<file path="config.mk">
export PLATFORM = sky130hd
export DESIGN_NAME = hdmi_packet_scheduler_flat
export DESIGN_NICKNAME = d
export VERILOG_FILES = /design/src/rtl/hdmi_packet_if.sv /design/src/rtl/hdmi_packet_scheduler.sv /design/src/flat_wrapper.sv
export SDC_FILE = /design/constraint.sdc
export NUM_CORES = 1
export LEC_CHECK = 0
export ABC_AREA = 1
export BUFFER_PORTS_ARGS = -buffer_cell sky130_fd_sc_hd__clkbuf_2
export CORE_AREA = 10 10 485 487
export CTS_BUF_LIST = sky130_fd_sc_hd__clkbuf_4
export DETAILED_ROUTE_END_ITERATION = 16
export DIE_AREA = 0 0 495 497
export HOLD_SLACK_MARGIN = 0.12
export PLACE_DENSITY = 0.3
export SYNTH_ARGS = -nofsm -noshare
export SYNTH_HDL_FRONTEND = slang
export SYNTH_SLANG_ARGS = --single-unit
</file>
<file path="constraint.sdc">
create_clock -name clk_pixel -period 2.6 [get_ports clk_pixel]
set_clock_uncertainty 0.2 [all_clocks]
set_input_delay 0.26 -clock clk_pixel [delete_from_list [all_inputs] [get_ports clk_pixel]]
set_output_delay 0.26 -clock clk_pixel [all_outputs]
set_load 0.05 [all_outputs]
</file>
<file path="src/rtl/hdmi_packet_if.sv">
// Packet-slot bus between the packet sources and the HDMI data-island scheduler.
// Master drives requests and packet payloads; slave returns the selected packet.
interface hdmi_packet_if;
  logic              packet_enable;
  logic              video_field_end;
  logic              clk_audio_counter_wrap;
  logic [23:0]       acr_header;
  logic [3:0][55:0]  acr_sub;
  logic              audio_valid;
  logic              audio_ready;
  logic [23:0]       audio_header;
  logic [3:0][55:0]  audio_sub;
  logic [23:0]       avi_header;
  logic [3:0][55:0]  avi_sub;
  logic [23:0]       aif_header;
  logic [3:0][55:0]  aif_sub;
  logic [23:0]       header;
  logic [3:0][55:0]  sub;
  logic [7:0]        packet_type;

  modport master (
    output packet_enable, video_field_end, clk_audio_counter_wrap,
    output acr_header, acr_sub, audio_valid, audio_header, audio_sub,
    output avi_header, avi_sub, aif_header, aif_sub,
    input  audio_ready, header, sub, packet_type
  );

  modport slave (
    input  packet_enable, video_field_end, clk_audio_counter_wrap,
    input  acr_header, acr_sub, audio_valid, audio_header, audio_sub,
    input  avi_header, avi_sub, aif_header, aif_sub,
    output audio_ready, header, sub, packet_type
  );
endinterface

</file>
<file path="src/rtl/hdmi_packet_scheduler.sv">
// Per-slot data-island packet picker: ACR, audio, AVI/audio infoframe or null,
// fixed priority with a burst limit so audio cannot starve pending infoframes.
module hdmi_packet_scheduler #(
  parameter int MAX_AUDIO_BURST      = 4,
  parameter bit SEND_AUDIO_INFOFRAME = 1'b1
) (
  input  logic clk_pixel,
  input  logic rst_n,
  hdmi_packet_if.slave bus
);

  typedef enum logic [2:0] {
    SEL_IDLE, SEL_NULL, SEL_ACR, SEL_AUDIO, SEL_AVI, SEL_AIF
  } sel_t;

  localparam logic [3:0] BURST_MAX = 4'(MAX_AUDIO_BURST);

  logic             wrap_q;
  logic             acr_pending;
  logic             avi_pending;
  logic             aif_pending;
  logic [3:0]       burst_cnt;
  logic [23:0]      header_q;
  logic [3:0][55:0] sub_q;
  logic [7:0]       type_q;

  logic             acr_evt;
  logic             if_pending;
  logic             forced_if;
  sel_t             sel;
  logic [23:0]      nxt_header;
  logic [3:0][55:0] nxt_sub;
  logic [7:0]       nxt_type;

  assign acr_evt    = bus.clk_audio_counter_wrap != wrap_q;
  assign if_pending = avi_pending | aif_pending;
  assign forced_if  = if_pending && (burst_cnt == BURST_MAX);

  always_comb begin
    sel = SEL_IDLE;
    if (bus.packet_enable) begin
      if (acr_pending)          sel = SEL_ACR;
      else if (forced_if)       sel = avi_pending ? SEL_AVI : SEL_AIF;
      else if (bus.audio_valid) sel = SEL_AUDIO;
      else if (avi_pending)     sel = SEL_AVI;
      else if (aif_pending)     sel = SEL_AIF;
      else                      sel = SEL_NULL;
    end
  end

  always_comb begin
    nxt_header = '0;
    nxt_sub    = '0;
    nxt_type   = 8'h00;
    case (sel)
      SEL_ACR: begin
        nxt_header = bus.acr_header;
        nxt_sub    = bus.acr_sub;
        nxt_type   = 8'h01;
      end
      SEL_AUDIO: begin
        nxt_header = bus.audio_header;
        nxt_sub    = bus.audio_sub;
        nxt_type   = 8'h02;
      end
      SEL_AVI: begin
        nxt_header = bus.avi_header;
        nxt_sub    = bus.avi_sub;
        nxt_type   = 8'h82;
      end
      SEL_AIF: begin
        nxt_header = bus.aif_header;
        nxt_sub    = bus.aif_sub;
        nxt_type   = 8'h84;
      end
      default: ;
    endcase
  end

  assign bus.audio_ready = (sel == SEL_AUDIO);
  assign bus.header      = header_q;
  assign bus.sub         = sub_q;
  assign bus.packet_type = type_q;

  always_ff @(posedge clk_pixel or negedge rst_n) begin
    if (!rst_n) begin
      wrap_q      <= 1'b0;
      acr_pending <= 1'b0;
      avi_pending <= 1'b0;
      aif_pending <= 1'b0;
      burst_cnt   <= '0;
      header_q    <= '0;
      sub_q       <= '0;
      type_q      <= 8'h00;
    end else begin
      wrap_q <= bus.clk_audio_counter_wrap;
      // a new request in the same cycle as service wins over the clear
      acr_pending <= acr_evt
                   | (acr_pending & (sel != SEL_ACR));
      avi_pending <= bus.video_field_end
                   | (avi_pending & (sel != SEL_AVI));
      aif_pending <= (bus.video_field_end & SEND_AUDIO_INFOFRAME)
                   | (aif_pending & (sel != SEL_AIF));
      if (sel != SEL_IDLE) begin
        header_q <= nxt_header;
        sub_q    <= nxt_sub;
        type_q   <= nxt_type;
      end
      case (sel)
        SEL_AUDIO:
          if (!if_pending)
            burst_cnt <= '0;
          else if (burst_cnt != BURST_MAX)
            burst_cnt <= burst_cnt + 4'd1;
        SEL_AVI, SEL_AIF:
          burst_cnt <= '0;
        default: ;
      endcase
    end
  end

endmodule

</file>
<file path="src/flat_wrapper.sv">
// flat-port wrapper written by rule: the top's interface ports become plain ports
module hdmi_packet_scheduler_flat 
#(
  parameter int MAX_AUDIO_BURST      = 4,
  parameter bit SEND_AUDIO_INFOFRAME = 1'b1
)
  (clk_pixel, rst_n, bus_packet_enable, bus_video_field_end, bus_clk_audio_counter_wrap, bus_acr_header, bus_acr_sub, bus_audio_valid, bus_audio_header, bus_audio_sub, bus_avi_header, bus_avi_sub, bus_aif_header, bus_aif_sub, bus_audio_ready, bus_header, bus_sub, bus_packet_type);
  hdmi_packet_if bus_i ();
  input  logic clk_pixel;
  input  logic rst_n;
  input wire logic [$bits(bus_i.packet_enable)-1:0] bus_packet_enable;
  input wire logic [$bits(bus_i.video_field_end)-1:0] bus_video_field_end;
  input wire logic [$bits(bus_i.clk_audio_counter_wrap)-1:0] bus_clk_audio_counter_wrap;
  input wire logic [$bits(bus_i.acr_header)-1:0] bus_acr_header;
  input wire logic [$bits(bus_i.acr_sub)-1:0] bus_acr_sub;
  input wire logic [$bits(bus_i.audio_valid)-1:0] bus_audio_valid;
  input wire logic [$bits(bus_i.audio_header)-1:0] bus_audio_header;
  input wire logic [$bits(bus_i.audio_sub)-1:0] bus_audio_sub;
  input wire logic [$bits(bus_i.avi_header)-1:0] bus_avi_header;
  input wire logic [$bits(bus_i.avi_sub)-1:0] bus_avi_sub;
  input wire logic [$bits(bus_i.aif_header)-1:0] bus_aif_header;
  input wire logic [$bits(bus_i.aif_sub)-1:0] bus_aif_sub;
  output wire logic [$bits(bus_i.audio_ready)-1:0] bus_audio_ready;
  output wire logic [$bits(bus_i.header)-1:0] bus_header;
  output wire logic [$bits(bus_i.sub)-1:0] bus_sub;
  output wire logic [$bits(bus_i.packet_type)-1:0] bus_packet_type;
  assign bus_i.packet_enable = bus_packet_enable;
  assign bus_i.video_field_end = bus_video_field_end;
  assign bus_i.clk_audio_counter_wrap = bus_clk_audio_counter_wrap;
  assign bus_i.acr_header = bus_acr_header;
  assign bus_i.acr_sub = bus_acr_sub;
  assign bus_i.audio_valid = bus_audio_valid;
  assign bus_i.audio_header = bus_audio_header;
  assign bus_i.audio_sub = bus_audio_sub;
  assign bus_i.avi_header = bus_avi_header;
  assign bus_i.avi_sub = bus_avi_sub;
  assign bus_i.aif_header = bus_aif_header;
  assign bus_i.aif_sub = bus_aif_sub;
  assign bus_audio_ready = bus_i.audio_ready;
  assign bus_header = bus_i.header;
  assign bus_sub = bus_i.sub;
  assign bus_packet_type = bus_i.packet_type;
  hdmi_packet_scheduler #(.MAX_AUDIO_BURST(MAX_AUDIO_BURST), .SEND_AUDIO_INFOFRAME(SEND_AUDIO_INFOFRAME)) u_core (.clk_pixel(clk_pixel), .rst_n(rst_n), .bus(bus_i));
endmodule
</file>
==> results by group, run 1 <==
Clock tree
  – Resize count post-CTS: 12
  – Clock sink total: 260
  – Setup Fix Bufs, Post-CTS: 7
  – Hold buffers post-CTS: 1421
  – Clock buffer depth: 3
  – H-tree depth: 3
  – CTS Buf Count: 88
  – Root buffer cell: clkbuf_4

Placement
  – HPWL after detailed placement: approximately 140000 um
  – GP Congestion: 0.901
  – Placed cell area: roughly 28000 um^2
  – DP Worst Slack: 0.148 ns
  – Port bufs: 1250

Die
  – Ports: 1255
  – Die width: roughly 500 um
  – Row cnt: between 150 and 200
  – Die Ht: between 400 and 500 um
  – Initial Util: 7.69%

Yosys
  – YS warnings: 0
  – Mapped Cells: 2776
  – Post-synth cell types: 23
  – Syn avg cell area: 6.26 um^2
  – Sequential fraction of the synthesis area: between 30 and 40%
  – Yosys reg bits: 260
  – Mapped Area: 17400 um^2

Status
  – Fail Step: clock tree synthesis
  – Run Error: [ERROR RSZ-0060] Max buffer count reached.
  – Status: did not finish
==> logic make-up after synthesis <==
group                    synth area share (%)
AO/OA/AOI/OAI                           0.339
adder cells (fa/ha/maj)                 0.144
buffers and inverters                    11.1
flip-flops                               37.5
other                                  0.0216
AND/OR/NAND/NOR                          50.9
==> Yosys cell counts, drive strengths merged <==
cell type | n | share of area (%)
buf | 105 | 2.9
inv | 263 | 5.7
nand2 | 765 | 17
nor3 | 1 | 0.029
nor2 | 499 | 11
nand4 | 248 | 8.9
a21oi | 4 | 0.14
or2 | 1 | 0.036
nand3 | 502 | 15
clkbuf | 117 | 2.5
conb | 1 | 0.022
ha | 2 | 0.14
clkinv | 1 | 0.022
dfrtp | 260 | 37
o21ai | 7 | 0.20
==> per-stage QoR <==
| step | hold WS (ns) | std cells | util (%) |
|---|---|---|---|
| 2_1_floorplan | -0.236 | 2779 | - |
| 3_3_place_gp | 0.0863 | 6955 | 12.4 |
| 3_5_place_dp | 0.0815 | 6955 | 12.4 |
==> inputs of run 2 (changes only) <==
CORE_AREA = 10 10 474 476   (was 10 10 485 487)
CTS_BUF_LIST = unset   (was sky130_fd_sc_hd__clkbuf_4)
DIE_AREA = 0 0 484 486   (was 0 0 495 497)
HOLD_SLACK_MARGIN = unset   (was 0.12)
PLACE_DENSITY = unset   (was 0.3)
PLACE_DENSITY_LB_ADDON = 0.15   (was unset)
==> results by group, run 2 <==
Status
  – Status: complete, but fails checks
  – Failing checks: hold timing, setup timing

Worst setup path
  – CP Data Required Time: 2.91 ns
  – Worst Setup Path Type: reg -> reg
  – Worst Setup End Kind: flip-flop
  – Crit path largest cell delay: a little under 0.6 ns
  – Critical Path Start Type: flip-flop
  – Slowest-stage cell, CP: dlygate4sd3_1
  – Worst reg2reg path startpoint: u_core.acr_pending
  – Reg2reg setup slack: -0.01 ns
  – Max FO, Critical Path: 40
  – Crit-path cells: nand2_2, bufinv_16, buf_12, buf_12, nand2_1, nand2_1, dlygate4sd3_1, nor2_1, nand3_1
  – CP Launch Point: u_core.acr_pending
  – FF-to-FF End: u_core.bus.sub[50]
  – CP arrival: 2.92 ns
  – Reg2reg path depth: 9
  – End point of the critical path: u_core.bus.sub[50]

Timing
  – Setup_tns: -0.00991 ns
  – Max Fclk: 383 MHz
  – Fin crit share: 100%
  – Worst rel slew slack: 51.8%
  – Fin crit period: 2.61 ns
  – Final WS setup: -0.00991 ns
  – RSZ-0062 raised after global routing: yes
  – Final Hold Viols: 1
  – Final Max Tran Viols: 0
  – Worst Tran Pin Value: 0.724 ns
  – # setup viols final: 1
  – Hold_ws: -0.00775 ns

Placement
  – DP Worst Slack: -0.0822 ns
  – GP Congestion: 0.878
  – Placed cell area: around 28000 um^2
  – HPWL after detailed placement: 133000 um
  – Port bufs: 1250
  – DP Cell Count: 6788

Clock tree
  – Clock sink total: 260
  – Clock buffer depth: 3
  – Clk slew on worst S/H paths: 0.05 ns
  – Clk Latency, worst-skew pair: 0.63 ns
  – H-tree depth: 2
  – CTS Buf Count: 42
  – Root buffer cell: clkbuf_16
  – CTS tree: built

Global route
  – Congestion Overflow GR: 0
  – Pin count of the biggest net entering global routing: 107
  – Antenna violations before repair: 25
  – First-pass GRT wire length: approximately 230000 um
  – Gr usage total: 13.4%
  – Vias in the first global route: 30600

Final layout
  – Most common cell after layout, fill and taps aside: clkbuf_2
  – Fin nets: roughly 6000
  – Post-Route Utilization: between 10% and 20%
  – Largest register FFs: between 200 and 250
  – Share of layout cells above drive strength 1: 29.6%
  – Area Overhead vs Synth: 127%
  – Commonest non-fill, non-tap cells in the layout: 1247 x clkbuf_2, 985 x dlygate4sd3_1, 762 x nand2_1
  – Cell area after layout: 39400 um^2
  – Fin cells: 7874

Yosys
  – Post-synth cell types: 23
  – Syn avg cell area: ~6.3 um^2
  – Sequential fraction of the synthesis area: 37.5%
  – Ys async rst share: 100%
  – Most frequent cells after synthesis: 764 x nand2_1, 501 x nand3_1, 497 x nor2_1
  – Most area-consuming cells after synthesis: dfrtp_1 37%, nand2_1 17%, nand3_1 14%
  – Mapped Area: 17400 um^2
  – YS warnings: 0
  – Yosys reg bits: 260
  – Top-count cell post-synth: nand2_1
  – Mapped Cells: 2776
  – Yosys top cell by area: dfrtp_1
  – Synth Flop Type: dfrtp_1
  – Post-synth top area share: 37.5%
  – EDFF count, synth: 0

Drt
  – ANT nets after route: 0
  – DR vias/cell: 3.49
  – DRC: 0
  – Pre-Repair DR Iteration Count: 5
  – Starting DRT DRC Count: 1376
  – Vias: roughly 27000
  – Final wirelength: 167000 um
  – Post-detailed-route wirelength per cell: about 21 um

Die
  – Initial Util: 8.05%
  – Die Ht: 486 um
  – Row cnt: between 150 and 200
  – Die width: 484 um
  – Core area: 216000 um^2
  – Ports: 1255
  – Die Area: 235000 um^2

Worst hold path
  – Tightest Hold Check Type: in -> reg

Pwr
  – Power Total: roughly 20 mW
  – Pwr per Cell Area: 518 nW/um^2
  – P_int: 11.3 mW
  – Psw: 9.07 mW
  – Sequential group share of total power: 26.2%
  – VDD IR max: 401 uV
  – Static Leak: slightly above 20 nW
  – Net Sw Frac: 44.4%
  – Clock power frac: 29.2%
  – Combinational share of power: between 40 and 50%

Job
  – Max-Cap Viols: 0
## run 2: power groups by stage
stage,Combinational (mW),Sequential [mW],Clock (mW)
finish,9.10,5.34,5.96
global route,9.70,5.44,6.42
CTS,9.06,5.38,6.32
detailed placement,7.67,5.44,0
global placement,7.74,5.43,0
floorplan,1.79,7.56,0
## run 2: area by class of cell
cell class / instances / area [um^2]
antenna: 14 / 35.0
clock buffer: 58 / 1200
clock inverter: 16 / 184
fill: 24600 / 176000
inverter: 264 / 1020
multi-input combinational: 2033 / 9010
sequential: 260 / 6510
tap: 2854 / 3570
timing repair buffer: 2375 / 17900
## run 2: what timing repair did
action	4_1_cts	5_1_grt
gates resized for setup	6	17
setup endpoints to repair	4	28
cloned	2	5
buffers inserted	2	3
hold buffers	986	0
hold endpoints to repair	476	0
pin swaps	1	4
## run 2: worst min path at each step
stage	slack, ns	from	end	cells past startpoint
after detailed placement	-0.01	rst_n	u_core.bus.header[9]	1
after floorplan	-0.24	rst_n	u_core.acr_pending	0
final	-0.008	bus_acr_sub[102]	u_core.bus.sub[102]	5
after CTS	0.004	bus_acr_sub[102]	u_core.bus.sub[102]	5
after global placement	-0.02	rst_n	u_core.bus.header[9]	1
after global routing	0.01	bus_audio_sub[123]	u_core.bus.sub[123]	5
## run 2: metal layers
metal | GRT usage [%] | wire length, um | vias up
li1 | - | - | 13400
met1 | 15.7 | 69300 | 12800
met2 | 24.1 | 82500 | 1127
met3 | 3.27 | 10300 | 169
met4 | 3.81 | 5110 | 4
met5 | 0 | 27 | -
## run 2: cells by family after synthesis
logic type | Yosys count | share of synthesized area (%)
buf+inv | 486 | 11.1
simple gates | 2016 | 50.9
compound gates | 11 | 0.339
fa+ha+maj | 2 | 0.144
other cells | 1 | 0.0216
flops | 260 | 37.5
## run 2: worst max-delay path: cells and delay by family, from the launching register on
kind / cells / cell delay (ns)
buffers and inverters: 4 / 1.21
flip-flops: 1 / 0.43
AND/OR/NAND/NOR: 5 / 0.50
Note: power is estimated with default switching activity, not from simulation.
==> inputs of run 3 (changes only) <==
--- a/config.mk
+++ b/config.mk
@@ -12,4 +12,5 @@
 export DIE_AREA = 0 0 484 486
 export PLACE_DENSITY_LB_ADDON = 0.15
+export SLEW_MARGIN = 20
 export SYNTH_ARGS = -nofsm -noshare
 export SYNTH_HDL_FRONTEND = slang
==> constraint.sdc (replaced) <==
create_clock -name clk_pixel -period 2.6 [get_ports clk_pixel]
set_clock_uncertainty 0.2 [all_clocks]
set_input_delay 0.52 -clock clk_pixel [delete_from_list [all_inputs] [get_ports clk_pixel]]
set_output_delay 0.52 -clock clk_pixel [all_outputs]
set_load 0.05 [all_outputs]
==> results by group, run 3 (synthesis results as in run 2) <==
Pwr
  – P_int: 10.9 mW
  – Static Leak: 18.7 nW
  – Clock power frac: 29.2%
  – VDD IR max: 386 uV
  – Sequential group share of total power: between 20% and 30%
  – Power Total: 19.7 mW
  – Pwr per Cell Area: 554 nW/um^2
  – Net Sw Frac: 44.9%
  – Combinational share of power: a little over two fifths
  – Psw: 8.84 mW

Clock tree
  – CTS tree: built
  – Clk slew on worst S/H paths: 0.06 ns
  – Clock sink total: 260
  – CTS Buf Count: 40
  – Root buffer cell: clkbuf_16
  – Clk Latency, worst-skew pair: 0.63 ns
  – H-tree depth: 2
  – Clock buffer depth: 3

Drt
  – Vias: 26000
  – Starting DRT DRC Count: 1364
  – ANT nets after route: 0
  – Post-detailed-route wirelength per cell: 21.7 um
  – Final wirelength: between 150000 and 200000 um
  – DRC: 0
  – Pre-Repair DR Iteration Count: 5
  – DR vias/cell: 3.47

Global route
  – Vias in the first global route: roughly 29000
  – Congestion Overflow GR: 0
  – Antenna violations before repair: 21
  – Gr usage total: 13.1%
  – Pin count of the biggest net entering global routing: 109
  – First-pass GRT wire length: between 200000 and 250000 um

Worst setup path
  – CP arrival: 2.80 ns
  – Critical Path Start Type: flip-flop
  – Max FO, Critical Path: 26
  – Crit path largest cell delay: 0.55 ns
  – Worst Setup End Kind: flip-flop
  – Slowest-stage cell, CP: dlygate4sd3_1
  – Crit-path cells: inv_2, ha_2, nand3_4, buf_12, buf_16, buf_6, nand4_1, nand2_1, dlygate4sd3_1, nor2_1, nand3_1
  – CP Data Required Time: 2.91 ns
  – Worst Setup Path Type: reg -> reg

Final layout
  – Largest register FFs: 224
  – Fin nets: about 5600
  – Share of layout cells above drive strength 1: 32.0%
  – Commonest non-fill, non-tap cells in the layout: 1247 x clkbuf_2, 763 x nand2_1, 609 x dlygate4sd3_1
  – Most common cell after layout, fill and taps aside: clkbuf_2
  – Area Overhead vs Synth: 105%
  – Cell area after layout: 35600 um^2
  – Post-Route Utilization: 16.5%

Die
  – Initial Util: 8.05%
  – Die width: 484 um
  – Ports: 1255
  – Core area: 216000 um^2
  – Die Ht: 486 um
  – Row cnt: about 170
  – Die Area: 235000 um^2

Timing
  – Worst rel slew slack: 43.2%
  – # setup viols final: 0
  – Setup_tns: 0 ns
  – Max Fclk: 401 MHz
  – RSZ-0062 raised after global routing: no
  – Final Max Tran Viols: 0
  – Fin crit share: between 90% and 100%
  – Worst Tran Pin Value: between 0.8 and 0.9 ns
  – Final Hold Viols: 0
  – Hold_ws: 0.0425 ns
  – Fin crit period: 2.49 ns

Placement
  – Placed cell area: about 28000 um^2
  – HPWL after detailed placement: 134000 um
  – GP Congestion: around 0.87
  – Port bufs: 1250

Worst hold path
  – Tightest Hold Check Type: in -> reg

Status
  – Status: finished, final reports clean

Job
  – Max-Cap Viols: 0
-- run 3: cell count changes in the layout (fill, tap and decap cells not counted), sizes merged --
cell and delta:
clkbuf -3, inv +1, clkinv -6, buf +18, bufbuf -2, dlygate4sd3 -376
diode -4
-- run 3: worst max-delay path, delay by kind of cell, from the launching register on --
kind	cells	cell delay, ns
fa+ha+maj	1	0.18
flops	1	0.39
simple gates	5	0.44
buf+inv	5	1.12
-- run 3: worst paths after layout --
| path | from | to | slack (ns) | cells after the start |
|---|---|---|---|---|
| setup reg to reg | u_core.burst_cnt[1] | u_core.bus.sub[27] | 0.11 | 11 |
| setup / recovery | u_core.burst_cnt[1] | u_core.bus.sub[27] | 0.11 | 11 |
| max in group asynchronous | rst_n | u_core.bus.sub[83] | 1.15 | 3 |
| hold reg to reg | u_core.bus.packet_type[0] | u_core.bus.packet_type[0] | 0.28 | 2 |
| min in group asynchronous | rst_n | u_core.bus.sub[220] | 0.28 | 2 |
| hold / removal | bus_avi_header[6] | u_core.bus.header[6] | 0.04 | 3 |
-- run 3: power groups by stage --
stage	registers (mW)	clock network, mW	logic, mW
finish	5.34	5.75	8.59
global route	5.44	6.17	9.18
CTS	5.37	6.08	8.55
detailed placement	5.43	0	7.66
global placement	5.43	0	7.71
floorplan	7.56	0	1.79
-- run 3: cell type report --
cell class	instances	area, um^2
Tap cell	2854	3570
Clock buffer	56	1170
Timing Repair Buffer	2014	14100
Clock inverter	11	140
Fill cell	25200	180000
Inverter	264	1030
Multi-Input combinational cell	2033	9000
Antenna cell	10	25.0
Sequential cell	260	6510
-- run 3: timing repair --
action	CTS	global route
pin swaps	2	3
gates resized for setup	5	19
endpoints found under the hold margin	282	0
cloned	0	4
buffers inserted	5	8
setup endpoints to repair	1	14
hold buffers	609	0
-- run 3: per-layer routing --
| layer | GRT usage [%] | vias up | wire, um |
|---|---|---|---|
| li1 | - | 12600 | - |
| met1 | 15.1 | 12200 | 65400 |
| met5 | 0 | - | 34 |
| met4 | 3.27 | 6 | 4040 |
| met3 | 3.51 | 131 | 11000 |
| met2 | 23.9 | 1085 | 82600 |
-- run 3: stage by stage --
step / setup slack, ns / cells
CTS: 0.000109 / 7480
global route: 0.00448 / 7498
finish: 0.108 / 7502
detailed placement: 0.0240 / 6799
floorplan: 0.665 / 2779
global placement: -0.00328 / 6799
==> inputs of run 4 (changes only) <==
--- a/config.mk
+++ b/config.mk
@@ -8,7 +8,7 @@
 export ABC_AREA = 1
 export BUFFER_PORTS_ARGS = -buffer_cell sky130_fd_sc_hd__clkbuf_2
-export CORE_AREA = 10 10 474 476
+export CORE_AREA = 10 10 477 479
 export DETAILED_ROUTE_END_ITERATION = 16
-export DIE_AREA = 0 0 484 486
+export DIE_AREA = 0 0 487 489
 export PLACE_DENSITY_LB_ADDON = 0.15
 export SLEW_MARGIN = 20
==> constraint.sdc (replaced) <==
create_clock -name clk_pixel -period 2.6 [get_ports clk_pixel]
set_clock_uncertainty 0.2 [all_clocks]
set_input_delay 0.13 -clock clk_pixel [delete_from_list [all_inputs] [get_ports clk_pixel]]
set_output_delay 0.13 -clock clk_pixel [all_outputs]
set_load 0.05 [all_outputs]
==> results by group, run 4 (synthesis results as in run 2) <==
Status
  – Status: finished, final reports clean

Worst setup path
  – CP Data Required Time: 2.97 ns
  – Reg2reg setup slack: between 0.07 and 0.08 ns
  – Worst Setup Path Type: reg -> reg
  – Worst reg2reg path startpoint: u_core.acr_pending
  – Max FO, Critical Path: 62
  – Worst Setup End Kind: flip-flop
  – CP arrival: 2.90 ns
  – CP Launch Point: u_core.acr_pending
  – Critical Path Start Type: flip-flop

Timing
  – Fin crit share: 97.3%
  – Worst rel slew slack: about 26%
  – Max Fclk: 395 MHz
  – Final Max Tran Viols: 0
  – # setup viols final: 0
  – Final Hold Viols: 0
  – RSZ-0062 raised after global routing: yes
  – Hold_ws: approximately 0.062 ns
  – Fin crit period: 2.53 ns
  – Setup_tns: 0 ns
  – Worst Tran Pin Value: between 1 and 1.5 ns

Pwr
  – Psw: 9.12 mW
  – Sequential group share of total power: 25.7%
  – Net Sw Frac: 44.3%
  – Clock power frac: around 30%
  – Pwr per Cell Area: 523 nW/um^2
  – Combinational share of power: 44.4%
  – P_int: 11.5 mW
  – VDD IR max: 376 uV
  – Static Leak: roughly 20 nW
  – Power Total: 20.6 mW

Drt
  – Vias: around 28000
  – ANT nets after route: 0
  – DRC: 0
  – Pre-Repair DR Iteration Count: 7
  – DR vias/cell: 3.51
  – Starting DRT DRC Count: roughly 1400
  – Final wirelength: about 170000 um
  – Post-detailed-route wirelength per cell: 21.6 um

Die
  – Die Area: 238000 um^2
  – Initial Util: 7.96%
  – Ports: 1255
  – Die Ht: 489 um
  – Die width: 487 um
  – Core area: 218000 um^2
  – Row cnt: 172

Placement
  – HPWL after detailed placement: 136000 um
  – GP Congestion: roughly 0.87
  – Port bufs: 1250

Clock tree
  – Clock buffer depth: 3
  – Clk slew on worst S/H paths: 0.06 ns
  – CTS Buf Count: 40
  – H-tree depth: 2
  – Clk Latency, worst-skew pair: 0.61 ns
  – Clock sink total: 260
  – Root buffer cell: clkbuf_16
  – CTS tree: built

Global route
  – Congestion Overflow GR: 0
  – Gr usage total: between 10% and 20%
  – Vias in the first global route: 30400
  – First-pass GRT wire length: 235000 um
  – Pin count of the biggest net entering global routing: 118
  – Antenna violations before repair: 29

Final layout
  – Post-Route Utilization: 18.0%
  – Multi-input logic area: around 9000 um^2
  – Share of layout cells above drive strength 1: 29.7%
  – Most common cell after layout, fill and taps aside: clkbuf_2
  – Fin nets: between 5000 and 6000
  – Commonest non-fill, non-tap cells in the layout: 1247 x clkbuf_2, 981 x dlygate4sd3_1, 761 x nand2_1
  – Area Overhead vs Synth: 127%
  – Register area: 6510 um^2
  – Largest register FFs: 224
  – Fill cells: about 25000

Worst hold path
  – Tightest Hold Check Type: in -> async

Job
  – Max-Cap Viols: 0
[run 4: changes by cell type in the layout (fill, tap and decap cells not counted), sizes merged, moves of 2 or more]
cell,before,now
buf,154,132
diode,10,23
dlymetal6s4s,0,2
bufinv,4,7
dlygate4sd3,609,981
clkinv,5,7
[run 4: power by group through the flow]
| stage | sequential (mW) | combinational [mW] | clock, mW |
|---|---|---|---|
| floorplan | 7.56 | 1.79 | 0 |
| global placement | 5.37 | 7.75 | 0 |
| detailed placement | 5.38 | 7.72 | 0 |
| CTS | 5.32 | 9.11 | 6.51 |
| global route | 5.39 | 9.77 | 6.58 |
| finish | 5.30 | 9.15 | 6.14 |
[run 4: cell type report]
| cell class | instances | area share [%] |
|---|---|---|
| clock inverter | 18 | 0.661 |
| inverter | 264 | 2.60 |
| sequential | 260 | 16.5 |
| timing repair buffer | 2368 | 45.1 |
| tap | 2871 | 9.12 |
| clock buffer | 53 | 2.90 |
| antenna | 23 | 0.146 |
| multi-input combinational | 2033 | 22.9 |
[run 4: final timing paths]
kind                                        endpoint  depth (start not counted)
max                               u_core.bus.sub[21]                          8
min                              u_core.bus.sub[201]                          3
max reg2reg                       u_core.bus.sub[21]                          8
min reg2reg                u_core.bus.packet_type[0]                          2
max in group asynchronous         u_core.bus.sub[86]                          4
min in group clk_pixel          u_core.bus.header[8]                          4
[run 4: layer usage]
layer,vias to the layer above,track usage [%],part of all wire (%)
met5,-,0,0.0076
met4,2,4.38,3.5
met3,181,3.27,6.6
met2,1152,23.5,48
met1,13000,16.2,41
li1,13400,-,-
[run 4: stage by stage]
stage          cell area [um^2]  worst slack, ns  cells
3_3_place_gp              27700           0.0786   6794
3_5_place_dp              27700           0.0472   6794
5_1_grt                   39400          -0.0202   7880
4_1_cts                   38900           0.0158   7848
6_report                  39400           0.0702   7890
2_1_floorplan             17400            0.743   2779
[run 4: repair_timing]
action	CTS	global route
gates cloned	0	5
hold buffers	982	3
pin swaps	0	13
hold endpoints to repair	516	3
setup endpoints to repair	1	84
buffers inserted	2	12
resized for setup	3	40
[run 4: critical path, cell delays in order, from the launching register on]
cell	delay [ns]
dfrtp_1	0.42
nor2_4	0.17
buf_12	0.23
buf_16	0.28
nand4_1	0.16
nand2_1	0.10
dlygate4sd3_1	0.58
nor2_1	0.06
nand3_1	0.06
